===== config.mk =====
export PLATFORM = sky130hd
export DESIGN_NAME = scalar_rf_wb_arbiter
export DESIGN_NICKNAME = d
export VERILOG_FILES = /design/src/rtl/scalar_rf_pkg.sv /design/src/rtl/rf_scoreboard.sv /design/src/rtl/scalar_rf_wb_arbiter.sv
export SDC_FILE = /design/constraint.sdc
export NUM_CORES = 1
export LEC_CHECK = 0
export CORE_MARGIN = 2
export CORE_UTILIZATION = 45
export CTS_CLUSTER_DIAMETER = 150
export DETAILED_ROUTE_END_ITERATION = 12
export PLACE_DENSITY_LB_ADDON = 0.05
export SETUP_SLACK_MARGIN = 0.2
export SLEW_MARGIN = 20
export SYNTH_ARGS = -nofsm -noshare
export SYNTH_HDL_FRONTEND = slang
export SYNTH_SLANG_ARGS = --single-unit

===== constraint.sdc =====
create_clock -name clk -period 6.73 [get_ports clk]
set_input_delay 1.346 -clock clk [delete_from_list [all_inputs] [get_ports clk]]
set_output_delay 1.346 -clock clk [all_outputs]
set_load 0.02 [all_outputs]

===== src/rtl/scalar_rf_pkg.sv =====
// Shared types and constants for the scalar register file and its writeback path.
package scalar_rf_pkg;

    localparam int DATA_W = 16;
    localparam int ADDR_W = 5;
    localparam int NREGS  = 1 << ADDR_W;

    typedef logic [ADDR_W-1:0] reg_addr_t;
    typedef logic [DATA_W-1:0] reg_data_t;

    // One writeback request as presented by a pipeline stage.
    typedef struct packed {
        logic      valid;
        reg_addr_t rd;
        reg_data_t wd;
    } wb_req_t;

    // Identifies a writeback source; also the encoding of the round-robin pointer.
    typedef enum logic {
        SRC_EXEC = 1'b0,
        SRC_MEM  = 1'b1
    } wb_src_e;

    // Round-robin pick between two requesters. A lone requester always wins;
    // on a tie the source that did not win last time is chosen.
    function automatic logic [1:0] rr_grant(input logic v0, input logic v1,
                                            input wb_src_e last);
        logic [1:0] g;
        g = {v1, v0};
        if (v0 && v1) begin
            g = (last == SRC_MEM) ? 2'b01 : 2'b10;
        end
        return g;
    endfunction

endpackage


===== src/rtl/rf_scoreboard.sv =====
// Pending-write scoreboard: one busy bit per scalar register, set when decode
// issues a writer and cleared when the write reaches the register file.
module rf_scoreboard
    import scalar_rf_pkg::*;
(
    input  logic              clk,
    input  logic              rst,
    input  logic              i_set_valid,
    input  logic [ADDR_W-1:0] i_set_addr,
    input  logic              i_clr_valid,
    input  logic [ADDR_W-1:0] i_clr_addr,
    input  logic [ADDR_W-1:0] i_rs [3],
    input  logic [ADDR_W-1:0] i_issue_rd,
    output logic [2:0]        o_hazard,
    output logic              o_issue_stall
);

    logic [NREGS-1:0] r_busy;

    genvar gi;
    generate
        for (gi = 0; gi < NREGS; gi++) begin : g_busy
            logic w_set;
            logic w_clr;
            assign w_set = i_set_valid && (i_set_addr == ADDR_W'(gi));
            assign w_clr = i_clr_valid && (i_clr_addr == ADDR_W'(gi));

            // Per-register busy bit: a new issue outranks a retiring write to
            // the same register, since the new writer is still outstanding.
            always_ff @(posedge clk) begin
                if (rst) begin
                    r_busy[gi] <= 1'b0;
                end else if (w_set) begin
                    r_busy[gi] <= 1'b1;
                end else if (w_clr) begin
                    r_busy[gi] <= 1'b0;
                end
            end
        end

        for (gi = 0; gi < 3; gi++) begin : g_hazard
            assign o_hazard[gi] = r_busy[i_rs[gi]];
        end
    endgenerate

    assign o_issue_stall = r_busy[i_issue_rd];

endmodule


===== src/rtl/scalar_rf_wb_arbiter.sv =====
// Writeback arbiter for the scalar register file: round-robin between the
// execute and memory-load stages, one registered write per cycle, plus the
// pending-write scoreboard used by decode for hazard detection.
module scalar_rf_wb_arbiter
    import scalar_rf_pkg::*;
(
    input  logic              clk,
    input  logic              rst,
    input  logic              src0_valid,
    input  logic [ADDR_W-1:0] src0_rd,
    input  logic [DATA_W-1:0] src0_wd,
    output logic              src0_ready,
    input  logic              src1_valid,
    input  logic [ADDR_W-1:0] src1_rd,
    input  logic [DATA_W-1:0] src1_wd,
    output logic              src1_ready,
    input  logic              issue_valid,
    input  logic [ADDR_W-1:0] issue_rd,
    output logic              issue_stall,
    input  logic [ADDR_W-1:0] RS1,
    input  logic [ADDR_W-1:0] RS2,
    input  logic [ADDR_W-1:0] RS3,
    output logic [2:0]        hazard,
    output logic [ADDR_W-1:0] RD,
    output logic [DATA_W-1:0] WD,
    output logic              WES
);

    wb_req_t           w_req [2];
    wb_req_t           w_sel;
    logic [1:0]        w_grant;
    logic              w_xfer;
    logic [ADDR_W-1:0] w_rs [3];

    wb_src_e           r_last;
    logic [ADDR_W-1:0] r_rd;
    logic [DATA_W-1:0] r_wd;
    logic              r_wes;

    assign w_req[0] = '{valid: src0_valid, rd: src0_rd, wd: src0_wd};
    assign w_req[1] = '{valid: src1_valid, rd: src1_rd, wd: src1_wd};

    // Nothing is accepted while reset is asserted.
    assign w_grant    = rst ? 2'b00 : rr_grant(w_req[0].valid, w_req[1].valid, r_last);
    assign src0_ready = w_grant[0];
    assign src1_ready = w_grant[1];
    assign w_xfer     = |w_grant;
    assign w_sel      = w_grant[1] ? w_req[1] : w_req[0];

    // Output register to the RF write port; the pointer advances only on a transfer.
    always_ff @(posedge clk) begin
        if (rst) begin
            r_last <= SRC_MEM;
            r_rd   <= '0;
            r_wd   <= '0;
            r_wes  <= 1'b0;
        end else begin
            r_wes <= w_xfer;
            if (w_xfer) begin
                r_last <= w_grant[1] ? SRC_MEM : SRC_EXEC;
                r_rd   <= w_sel.rd;
                r_wd   <= w_sel.wd;
            end
        end
    end

    assign RD  = r_rd;
    assign WD  = r_wd;
    assign WES = r_wes;

    assign w_rs[0] = RS1;
    assign w_rs[1] = RS2;
    assign w_rs[2] = RS3;

    // The busy bit clears on the same edge that commits the write to the RF.
    rf_scoreboard u_scoreboard (
        .clk           (clk),
        .rst           (rst),
        .i_set_valid   (issue_valid),
        .i_set_addr    (issue_rd),
        .i_clr_valid   (r_wes),
        .i_clr_addr    (r_rd),
        .i_rs          (w_rs),
        .i_issue_rd    (issue_rd),
        .o_hazard      (hazard),
        .o_issue_stall (issue_stall)
    );

endmodule


==> results of run 1 <==
## power by group
group | internal, uW | switching, uW | total, uW
registers | 340 | 14.7 | 354
clock network | 94.2 | 103 | 197
logic | 90.6 | 78.3 | 169
## worst reg2reg max path: stages, from the launching register on
cell	delay (ns)
dfxtp_1	0.34
inv_1	0.05
a21oi_1	0.14
and2_1	0.17
buf_4	0.35
mux2i_1	0.14
a211oi_1	0.25
## state kept, by name, indices dropped and copies added (netlist names)
| name | flops |
|---|---|
| RD | 5 |
| WD | 16 |
| WES | 1 |
| r_last | 1 |
| u_scoreboard.r_busy | 32 |
## cell families (layout without fill, tap and decap cells)
family	count (synthesis)	after routing	synth area share [%]
mux	67	67	32.3
simple gates	102	102	14.3
buf+inv	30	108	3.66
compound gates	96	96	16.8
flops	55	55	32.9
## metal layers
metal  GRT usage [%]  share of wire (%)
met1            29.9                 41
met2            40.4                 48
met3            6.26                8.8
met4            9.74                2.2
met5               0                  0
## worst max-delay path by stage
stage                        to  slack, ns  cells past startpoint
floorplan             hazard[0]       2.46                      4
CTS                 issue_stall       1.38                      7
detailed placement  issue_stall       1.39                      6
finish              issue_stall       1.36                      7
global route        issue_stall       1.19                      7
global placement      hazard[0]       1.41                      5
## layout by cell type, fill, tap and decap left out, types with 2 or more instances in the layout
cell type	n
a211oi_1	21
a21oi_1	33
buf_4	4
clkbuf_8	7
clkdlybuf4s50_1	93
dfxtp_1	55
inv_1	2
mux2_2	8
mux2i_1	27
mux4_2	32
nand2_1	32
nand2b_1	8
nand3_1	12
nand3b_1	2
nand4b_1	2
nor2_1	28
nor2b_1	7
nor3_1	2
nor3b_1	2
o2111a_1	2
o21ai_0	34
or2_2	3
## per-stage QoR
step	hold WS [ns]	total power, uW	std cells
floorplan	0.461	447	350
global placement	0.473	529	519
detailed placement	0.485	530	519
CTS	0.500	724	527
global route	0.540	755	527
finish	0.494	720	527
## area by class of cell
cell class | instances | area, sq um | area share, %
Tap cell | 99 | 124 | 2.80
Clock buffer | 8 | 100 | 2.26
Inverter | 2 | 7.51 | 0.170
Multi-Input combinational cell | 265 | 2130 | 48.0
Sequential cell | 55 | 1100 | 24.9
Timing Repair Buffer | 98 | 966 | 21.8
==> key figures, run 1 <==
Status
  • Outcome: complete, no violations

Synth
  • Library cells used by synthesis: 32
  • Portion of synthesized cell area occupied by the leading cell type: 32.9%
  • Number of register bits inferred by synthesis: 55
  • Most used standard cell by instance count after synthesis: dfxtp_1
  • Number of flops mapped to enable cells by yosys: 0
  • Area contributors post-synth: dfxtp_1 33%, mux4_2 22%, mux2i_1 8.1%
  • Cells after synthesis: 350
  • Synth warnings: 0
  • Cell accounting for the most synthesized area: dfxtp_1
  • Async SR Flop Fraction: 0%
  • Number of nets in the synthesized netlist: 417
  • Post-synthesis sequential area ratio: 32.9%
  • Mean Syn Cell Area: 9.57 sq um
  • Area of the mapped netlist: 0.00335 sq mm
  • Top cells by count, synth: 55 x dfxtp_1, 34 x o21ai_0, 33 x a21oi_1, 32 x mux4_2, 32 x nand2_1
  • Most frequently used flop master after synthesis: dfxtp_1

Finish
  • Layout Area Growth over Synthesis: 32.1%
  • Proportion of layout cells with a drive suffix above 1: 12.9%
  • Final instance area: 0.00442 sq mm
  • Final core utilization: 61.3%
  • ANT cells: 0
  • Number of nets at the end of the flow: 494
  • Fillers: 653

STA
  • Setup-violating endpoint count in the final report: 0
  • Final-report hold violation count: 0
  • Final max-slew violation count: 0
  • RSZ-0062 raised after global routing: false
  • Transition time of the tightest slew-check pin: 0.803 ns
  • Worst slew margin relative to its limit: 46.3%
  • Crit path setup slack, layout: 1.36 ns
  • Setup TNS: 0 ns
  • Clock period minus worst slack: 5.37 ns
  • Final cycle utilization of the critical path: 79.7%
  • Setup skew after layout: 0.00335 ns
  • Highest clock frequency the design can meet: 186 MHz

Hold path
  • Hold worst-path end: r_last
  • Path type of the worst min-delay path: register to register
  • Hold path startpoint: r_last
  • Hold path cells: 2

Clock network
  • Setup Fix Bufs, Post-CTS: 0
  • Hold-fix buffers at CTS: 0
  • TritonCTS clock tree: yes
  • Number of sinks handled by clock tree synthesis: 55
  • Clock Latency Late Sink: 0.30 ns
  • H-tree levels: 2
  • Clock-pin slew on the worst setup and hold paths: 0.09 ns
  • Cell at the root of the clock tree: clkbuf_8
  • Number of buffers created by CTS: 5
  • Number of buffers between clock root and the deepest sink: 2
  • Number of resized instances in the post-cts repair step: 0

Setup path
  • Count of cells along the worst register-to-register path: 6
  • Kind of start point of the critical path: input port
  • Delay of the slowest cell on the worst path: 0.62 ns
  • Launch instance of the worst register-to-register path: r_last
  • Type of destination of the critical path: primary output
  • Critical Path, Cell by Cell: clkdlybuf4s50_1, buf_4, mux4_2, o2111a_1, o32ai_1, a221oi_1, clkdlybuf4s50_1
  • Family with the most delay on the worst path: buffers and inverters
  • R2R Path End: WD[3]
  • Launching instance or port of the critical path: issue_rd[0]
  • Worst path most repeated cell: clkdlybuf4s50_1
  • Critical path type: input port to primary output
  • CP Buf/Inv Count: 3
  • Max FO, Critical Path: 12
  • Setup slack, reg-to-reg: 5.20 ns
  • CP arrival: 4.02 ns
  • Data required, critical path: 5.38 ns
  • Master of the slowest instance on the critical path: clkdlybuf4s50_1

Place
  • Detailed placement HPWL: 7.27 mm
  • Port buffer count: 94
  • DP Area: 0.00432 sq mm
  • Post-Place Setup Slack: 1.39 ns
  • GP Congestion: 0.907

Route
  • Drt pass-1 iters: 4
  • Ratio of routed vias to standard cells: 5.83
  • Via total after detailed routing: 3074
  • Final WL: 9.64 mm
  • Antenna viol nets, final: 0
  • Routed WL per cell: 18.3 um
  • First DRT Iteration DRCs: 203
  • Final routed DRC violation total: 0

Global route
  • Maximum number of pins on one net before global-route repair: 56
  • Vias in the first global route: 3050
  • Total routing resource utilization after global routing: 24.2%
  • Global route overflow: 0
  • Initial antenna violation count: 0
  • First-pass GRT wire length: 15.8 mm

Floorplan
  • Number of primary I/O pins: 95
  • Width of the chip: 90.3 um
  • Die area: 0.00815 sq mm
  • Core footprint: 0.00721 sq mm
  • Number of rows created at floorplan: 31
  • Starting density of the core: 46.4%
  • Die H: 90.3 um

Pwr
  • Leakage power: 0.00148 uW
  • Maximum VDD drop: 98.4 uV
  • Cell area power density: 163 mW/mm^2

Job
  • # Max-Cap Violations: 0
Power figures use the tool's default switching activity.
==> inputs of run 2 (changes only) <==
CORE_UTILIZATION = 44   (was 45)
clock period = 4.7 ns   (was 6.73 ns; I/O delays follow)
==> key figures, run 2 (synthesis results as in run 1) <==
Floorplan
  • Starting density of the core: 45.7% (-0.74 points)
  • Number of primary I/O pins: 95 (unchanged)
  • Core footprint: 0.00733 sq mm (+1.6%)
  • Number of rows created at floorplan: 31 (unchanged)
  • Width of the chip: 91.3 um (+1.1%)
  • Die area: 0.00833 sq mm (+2.2%)
  • Die H: 91.3 um (+1.1%)

Clock network
  • H-tree levels: 2 (unchanged)
  • Number of sinks handled by clock tree synthesis: 55 (unchanged)
  • Hold-fix buffers at CTS: 0 (unchanged)
  • Number of buffers between clock root and the deepest sink: 2 (unchanged)
  • Number of buffers created by CTS: 5 (unchanged)
  • Clock-pin slew on the worst setup and hold paths: 0.09 ns (about the same)
  • Clock Latency Late Sink: 0.31 ns (about the same)
  • Cell at the root of the clock tree: clkbuf_8
  • TritonCTS clock tree: yes
  • Setup Fix Bufs, Post-CTS: 0 (unchanged)

Finish
  • Area taken by multi-input logic gates: 0.00213 sq mm (unchanged)
  • Flip-flop count of the largest register, all copies and words added: 32 (unchanged)
  • Fillers: 635 (-2.8%)
  • Commonest cells after routing, fill and taps aside: 91 x clkdlybuf4s50_1, 55 x dfxtp_1, 34 x o21ai_0, 33 x a21oi_1
  • Most flops, register: u_scoreboard.r_busy
  • Number of nets at the end of the flow: 507 (+2.6%)
  • Post-route insts no fill: 540 (+2.5%)
  • Flip-flop and latch area: 0.00110 sq mm (unchanged)
  • ANT cells: 0 (unchanged)
  • Commonest non-fill, non-tap cell in the layout: clkdlybuf4s50_1
  • Proportion of layout cells with a drive suffix above 1: 15.6% (+2.8 points)
  • Final core utilization: 61.9% (+0.61 points)
  • Layout Area Growth over Synthesis: 35.6%

Hold path
  • Hold path cells: 2 (unchanged)
  • Path type of the worst min-delay path: register to register

Setup path
  • Critical path type: input port to primary output
  • Type of destination of the critical path: primary output
  • Max FO, Critical Path: 7 (-5)
  • Data required, critical path: 3.76 ns (-1.62 ns)
  • Master of the slowest instance on the critical path: clkdlybuf4s50_1
  • Kind of start point of the critical path: input port
  • Worst path most repeated cell: clkdlybuf4s50_1
  • Family with the most delay on the worst path: buffers and inverters
  • Delay of the slowest cell on the worst path: 0.63 ns (about the same)
  • Critical Path, Cell by Cell: clkdlybuf4s50_1, buf_4, mux4_2, o2111a_1, o32ai_1, a221oi_1, clkdlybuf4s50_1
  • Count of cells along the worst register-to-register path: 6 (unchanged)
  • CP Buf/Inv Count: 3 (unchanged)
  • CP arrival: 3.44 ns (-0.58 ns)
  • Total stage count of the critical path: 7 (unchanged)

Route
  • Final WL: 9.82 mm (+1.9%)
  • Final routed DRC violation total: 0 (unchanged)
  • Drt pass-1 iters: 5 (+1)
  • Routed WL per cell: 18.2 um (-0.55%)
  • First DRT Iteration DRCs: 213 (+4.9%)
  • Ratio of routed vias to standard cells: 5.91 (+1.3%)
  • Via total after detailed routing: 3192 (+3.8%)
  • Antenna viol nets, final: 0 (unchanged)

Global route
  • First-pass GRT wire length: 15.9 mm (+0.61%)
  • Maximum number of pins on one net before global-route repair: 51 (-8.9%)
  • Vias in the first global route: 3169 (+3.9%)
  • Initial antenna violation count: 0 (unchanged)
  • Total routing resource utilization after global routing: 24.1% (-0.095 points)
  • Global route overflow: 0 (unchanged)

Pwr
  • Part of the power in the clock network: 30.2% (+2.8 points)
  • Gate power share: 23.1% (-0.4 points)
  • Internal cell power: 795 uW (+52%)
  • Sequential share of power: 46.6% (-2.6 points)
  • Maximum VDD drop: 143 uV (+45%)
  • Pwr Total: 1090 uW (+51%)
  • Switching power total: 292 uW (+49%)
  • Leakage power: 0.00157 uW (+5.6%)
  • Cell area power density: 239 mW/mm^2 (+47%)
  • Switching fraction of total power: 26.9% (-0.35 points)

STA
  • Clock period minus worst slack: 4.38 ns
  • Setup skew after layout: 0.0116 ns (+0.00829 ns)
  • Final max-slew violation count: 0 (unchanged)
  • Final-report hold violation count: 0 (unchanged)
  • Worst slew margin relative to its limit: 59.9% (+14 points)
  • Highest clock frequency the design can meet: 228 MHz
  • Transition time of the tightest slew-check pin: 0.601 ns (-0.203 ns)
  • Setup-violating endpoint count in the final report: 0 (unchanged)
  • Final cycle utilization of the critical path: 93.2%
  • Setup TNS: 0 ns (unchanged)
  • RSZ-0062 raised after global routing: false

Job
  • # Max-Cap Violations: 0 (unchanged)

Place
  • Detailed placement HPWL: 7.31 mm (+0.48%)
  • Port buffer count: 94 (unchanged)
  • GP Congestion: 0.885 (-2.4%)
  • Cell count after placement: 532 (+2.5%)

Status
  • Outcome: complete, no violations
## run 2: timing repair
item | in CTS | in global routing
endpoints found under the hold margin | 0 | 0
gates resized for setup | 1 | 1
setup endpoints to repair | 1 | 1
## run 2: final cells by class
class | count | share of cell area (%)
inverters | 2 | 0.165
clock buffers | 6 | 1.82
flip-flops and latches | 55 | 24.2
well taps | 99 | 2.73
repair buffers | 111 | 23.4
multi-input cells | 265 | 46.8
clock inverters | 2 | 0.772
## run 2: worst register-to-register path, cell delays in order, from the launching register on
cell and delay, ns:
dfxtp_1 0.34, inv_1 0.05, a21oi_1 0.14, and2_1 0.17, buf_4 0.35, mux2i_1 0.14, a211oi_1 0.26
## run 2: per-stage QoR
step	worst slack [ns]	cell area [sq um]	hold slack (ns)
finish	0.317	4540	0.498
global route	0.210	4540	0.522
CTS	0.321	4540	0.504
detailed placement	0.209	4420	0.490
global placement	0.228	4420	0.474
floorplan	1.25	3350	0.461
## run 2: power by group through the flow
stage | clock network, uW | registers, uW | logic [uW]
global route | 354 | 510 | 270
finish | 329 | 507 | 251
global placement | 0 | 517 | 249
CTS | 333 | 507 | 252
floorplan | 0 | 529 | 112
detailed placement | 0 | 517 | 251
## run 2: metal layers
metal | part of all wire (%) | vias to the layer above | track usage [%]
li1 | - | 1498 | -
met1 | 42 | 1500 | 30.5
met2 | 47 | 169 | 39.4
met3 | 8.8 | 25 | 6.22
met4 | 2.5 | 0 | 9.22
met5 | 0 | - | 0
## run 2: worst paths after layout
| kind | start | to | slack, ns |
|---|---|---|---|
| max reg2reg | r_last | WD[10] | 3.17 |
| min | r_last | r_last | 0.50 |
| max | issue_rd[0] | issue_stall | 0.32 |
| min reg2reg | r_last | r_last | 0.50 |
==> inputs of run 3 (changes only) <==
CTS_BUF_LIST = sky130_fd_sc_hd__clkbuf_16   (was default)
HOLD_SLACK_MARGIN = 0.06   (was default)
==> key figures, run 3 (synthesis results as in run 1) <==
STA
  • Transition time of the tightest slew-check pin: 0.590 ns (-0.0104 ns)
  • Final cycle utilization of the critical path: 92.9% (-0.31 points)
  • Final max-slew violation count: 0 (unchanged)
  • Worst slew margin relative to its limit: 60.6% (+0.71 points)
  • Final-report hold violation count: 0 (unchanged)
  • Clock period minus worst slack: 4.37 ns (-0.0147 ns)
  • Highest clock frequency the design can meet: 229 MHz (+0.34%)
  • Setup TNS: 0 ns (unchanged)
  • Setup-violating endpoint count in the final report: 0 (unchanged)
  • RSZ-0062 raised after global routing: false
  • Setup skew after layout: 0.00367 ns (-0.00797 ns)

Global route
  • Vias in the first global route: 3176 (+0.22%)
  • Maximum number of pins on one net before global-route repair: 51 (unchanged)
  • First-pass GRT wire length: 15.9 mm (-0.18%)
  • Initial antenna violation count: 0 (unchanged)
  • Global route overflow: 0 (unchanged)
  • Total routing resource utilization after global routing: 24.1% (unchanged)

Finish
  • Post-route insts no fill: 540 (unchanged)
  • Number of nets at the end of the flow: 507 (unchanged)
  • Proportion of layout cells with a drive suffix above 1: 15.4% (-0.23 points)
  • Area taken by multi-input logic gates: 0.00213 sq mm (unchanged)
  • Flip-flop count of the largest register, all copies and words added: 32 (unchanged)
  • Commonest non-fill, non-tap cell in the layout: clkdlybuf4s50_1
  • Layout Area Growth over Synthesis: 36.9%
  • Commonest cells after routing, fill and taps aside: 91 x clkdlybuf4s50_1, 55 x dfxtp_1, 34 x o21ai_0, 33 x a21oi_1
  • Most flops, register: u_scoreboard.r_busy
  • ANT cells: 0 (unchanged)
  • Flip-flop and latch area: 0.00110 sq mm (unchanged)
  • Fillers: 622 (-2.0%)

Job
  • # Max-Cap Violations: 0 (unchanged)

Setup path
  • Data required, critical path: 3.76 ns (about the same)
  • Kind of start point of the critical path: input port
  • CP arrival: 3.43 ns (about the same)
  • Type of destination of the critical path: primary output
  • Worst path most repeated cell: clkdlybuf4s50_1
  • Critical Path, Cell by Cell: clkdlybuf4s50_1, buf_4, mux4_2, o2111a_1, o32ai_1, a221oi_1, clkdlybuf4s50_1
  • CP Buf/Inv Count: 3 (unchanged)
  • Setup slack, reg-to-reg: 3.15 ns (-0.02 ns)
  • Max FO, Critical Path: 7 (unchanged)
  • Master of the slowest instance on the critical path: clkdlybuf4s50_1
  • Delay of the slowest cell on the worst path: 0.62 ns (about the same)
  • Critical path type: input port to primary output
  • Family with the most delay on the worst path: buffers and inverters

Clock network
  • Number of sinks handled by clock tree synthesis: 55 (unchanged)
  • Cell at the root of the clock tree: clkbuf_16
  • Setup Fix Bufs, Post-CTS: 0 (unchanged)
  • H-tree levels: 2 (unchanged)
  • TritonCTS clock tree: yes
  • Number of buffers created by CTS: 5 (unchanged)
  • Number of buffers between clock root and the deepest sink: 2 (unchanged)
  • Clock Latency Late Sink: 0.29 ns (-0.02 ns)
  • Hold-fix buffers at CTS: 0 (unchanged)
  • Number of resized instances in the post-cts repair step: 1 (unchanged)
  • Clock-pin slew on the worst setup and hold paths: 0.07 ns (-0.02 ns)

Pwr
  • Leakage power: 0.00159 uW (+1.3%)
  • Maximum VDD drop: 154 uV (+7.6%)
  • Cell area power density: 256 mW/mm^2 (+6.9%)
  • Pwr Total: 1170 uW (+8.0%)

Route
  • First DRT Iteration DRCs: 238 (+12%)
  • Routed WL per cell: 18.2 um (-0.14%)
  • Antenna viol nets, final: 0 (unchanged)
  • Drt pass-1 iters: 5 (unchanged)
  • Via total after detailed routing: 3219 (+0.85%)
  • Final WL: 9.81 mm (-0.14%)
  • Final routed DRC violation total: 0 (unchanged)
  • Ratio of routed vias to standard cells: 5.96 (+0.85%)

Floorplan
  • Core footprint: 0.00733 sq mm (unchanged)
  • Width of the chip: 91.3 um (unchanged)
  • Die area: 0.00833 sq mm (unchanged)
  • Number of rows created at floorplan: 31 (unchanged)
  • Starting density of the core: 45.7% (unchanged)
  • Die H: 91.3 um (unchanged)
  • Number of primary I/O pins: 95 (unchanged)

Hold path
  • Path type of the worst min-delay path: register to register

Status
  • Outcome: complete, no violations

Place
  • Detailed placement HPWL: 7.31 mm (unchanged)
  • Port buffer count: 94 (unchanged)
  • Cell count after placement: 532 (unchanged)
  • GP Congestion: 0.885 (unchanged)
-- run 3: metrics by stage --
step | instance area [sq um] | util [%] | setup slack (ns) | hold slack [ns]
2_1_floorplan | 3350 | - | 1.25 | 0.461
4_1_cts | 4580 | 62.5 | 0.321 | 0.500
3_5_place_dp | 4420 | 60.3 | 0.209 | 0.490
3_3_place_gp | 4420 | 60.3 | 0.228 | 0.474
5_1_grt | 4590 | 62.6 | 0.210 | 0.517
6_report | 4590 | 62.6 | 0.332 | 0.494
-- run 3: final cells by class --
class                           instances  share of cell area [%]
Multi-Input combinational cell        265                    46.3
Sequential cell                        55                    24.0
Timing Repair Buffer                  111                    23.2
Clock buffer                            5                    2.73
Tap cell                               99                    2.70
Clock inverter                          3                   0.846
Inverter                                2                   0.164
-- run 3: power by group --
group | total, uW | internal, uW | switching, uW
Clock | 415 | 249 | 166
Combinational | 251 | 136 | 115
Sequential | 507 | 486 | 20.7
Total | 1170 | 871 | 302
-- run 3: path summary, 6_finish.rpt --
check,from,to,cells after the start
setup reg to reg,r_last,WD[10],6
hold / removal,r_last,r_last,2
setup / recovery,issue_rd[0],issue_stall,7
hold reg to reg,r_last,r_last,2
-- run 3: metal layers --
metal  GRT usage (%)  wire (um)  vias up
met2            39.6       4540      195
met5               0          0        -
met1            30.3       4020     1493
met3            6.22        963       30
met4            9.47        285        0
li1                -          -     1501
-- run 3: tightest hold or removal path, cell delays in order, from the launching register on --
cell and delay, ns:
dfxtp_1 0.31, inv_1 0.06, o21ai_0 0.08
==> edit (flow settings as in run 2) <==
`DATA_W`: 16 -> 24.
--- a/src/rtl/scalar_rf_pkg.sv
+++ b/src/rtl/scalar_rf_pkg.sv
@@ -1,7 +1,7 @@
 // Shared types and constants for the scalar register file and its writeback path.
 package scalar_rf_pkg;
 
-    localparam int DATA_W = 16;
+    localparam int DATA_W = 24;
     localparam int ADDR_W = 5;
     localparam int NREGS  = 1 << ADDR_W;
 
Interface: changed (resized WD, src0_wd and src1_wd); port bits go from 95 to 119. The function was not compared with the original's and may differ.
==> edit against run 2 <==
Wire length up 13%. Sequential cell count up 8. Total power up 19%. Synthesized area up 10%. Worst hold slack better by 0.011 ns. Die area up 10%. Setup slack worse by 0.042 ns. Combinational power up 18%. Design area up 13%.
==> edit: results (changes against run 2) <==
[run_status]
outcome = finished clean

[global_route]
grt_max_degree = 59  ; +16%
grt_pass1_wl_um = 17700  ; +11%
grt.met2_usage_pct = 41.4  ; +1.9 points
use_met3_pct = 8.22  ; +2.0 points
gr-usage-met1_pct = 31.0  ; +0.47 points

[critical_path]
r2r_slack_ns = 3.08  ; -0.09 ns
path_max_fanout = 8  ; +1
crit_path_start = RS1[2]
crit_path_end = hazard[0]

[pwr]
p_leak_nw = 1.78  ; +14%
peakVddDrop_mv = 0.155  ; +8.6%
power_density_nw_per_um2 = 252  ; +5.3%
switchingPower_uw = 372  ; +27%
clk-power_uw = 417  ; +27%

[clocking]
cts-resized-gates = 2  ; +1
h-tree-depth = 3  ; +1
cts_buffers = 9  ; +4
cts.clk_slew.worst_paths_ns = 0.07  ; -0.02 ns
clkLatencyLatePin_ns = 0.34  ; +0.03 ns

[timing]
fmax_mhz = 226  ; -0.95%
fin_skew_ns = 0.0108  ; -0.000823 ns
maxSlewHeadroom_pct = 62.6  ; +2.7 points

[route]
wl_met2_um = 5360  ; +17%
drt_iter0_markers = 207  ; -2.8%
via_per_inst = 5.89  ; -0.42%
wire_per_inst_um = 18.4  ; +1.1%
met3_length_um = 1040  ; +20%

[place]
dp_hpwl_um = 8360  ; +14%
portBuffers = 118  ; +26%
pre_cts_ws_ns = 0.182  ; -0.0263 ns

[logic_synthesis]
ys_top_cells_by_area = dfxtp_1 (34%), mux4_2 (19%), mux2i_1 (9.5%)
synth_nets = 469  ; +12%
ys_seq_area_share_pct = 34.1  ; +1.2 points
ys_top_cells_by_count = dfxtp_1 (63), nor2_1 (36), mux2i_1 (35)

[final_layout]
fin_nets = 579  ; +14%
drive_gt1_share_pct = 14.8  ; -0.88 points
fill_cells = 697  ; +9.8%

## edit: critical path, cell delays in order
cell	delay (ns)
clkdlybuf4s50_1	0.73
mux4_2	0.55
mux4_2	0.46
mux2_2	0.27
clkdlybuf4s50_1	0.53
## edit: cell type report
type / count / area, um^2 / area share [%]
clock buffers: 10 / 138 / 2.68
multi-input cells: 289 / 2300 / 44.7
flip-flops and latches: 63 / 1260 / 24.5
clock inverters: 6 / 36.3 / 0.706
well taps: 105 / 131 / 2.55
repair buffers: 131 / 1270 / 24.7
inverters: 2 / 7.51 / 0.146
## edit: stage by stage
step	hold WS (ns)	cells	util, %	instance area (um^2)
CTS	0.507	606	62.9	5140
finish	0.509	606	62.9	5140
global route	0.554	606	62.9	5140
detailed placement	0.493	590	60.8	4970
floorplan	0.461	386	-	3700
global placement	0.479	590	60.8	4970
## edit: cell families after synthesis
kind of cell           share of synthesized area (%)
AND/OR/NAND/NOR                                 13.8
multiplexers                                    31.4
flip-flops                                      34.1
buffers and inverters                           3.82
AO/OA/AOI/OAI                                   16.9
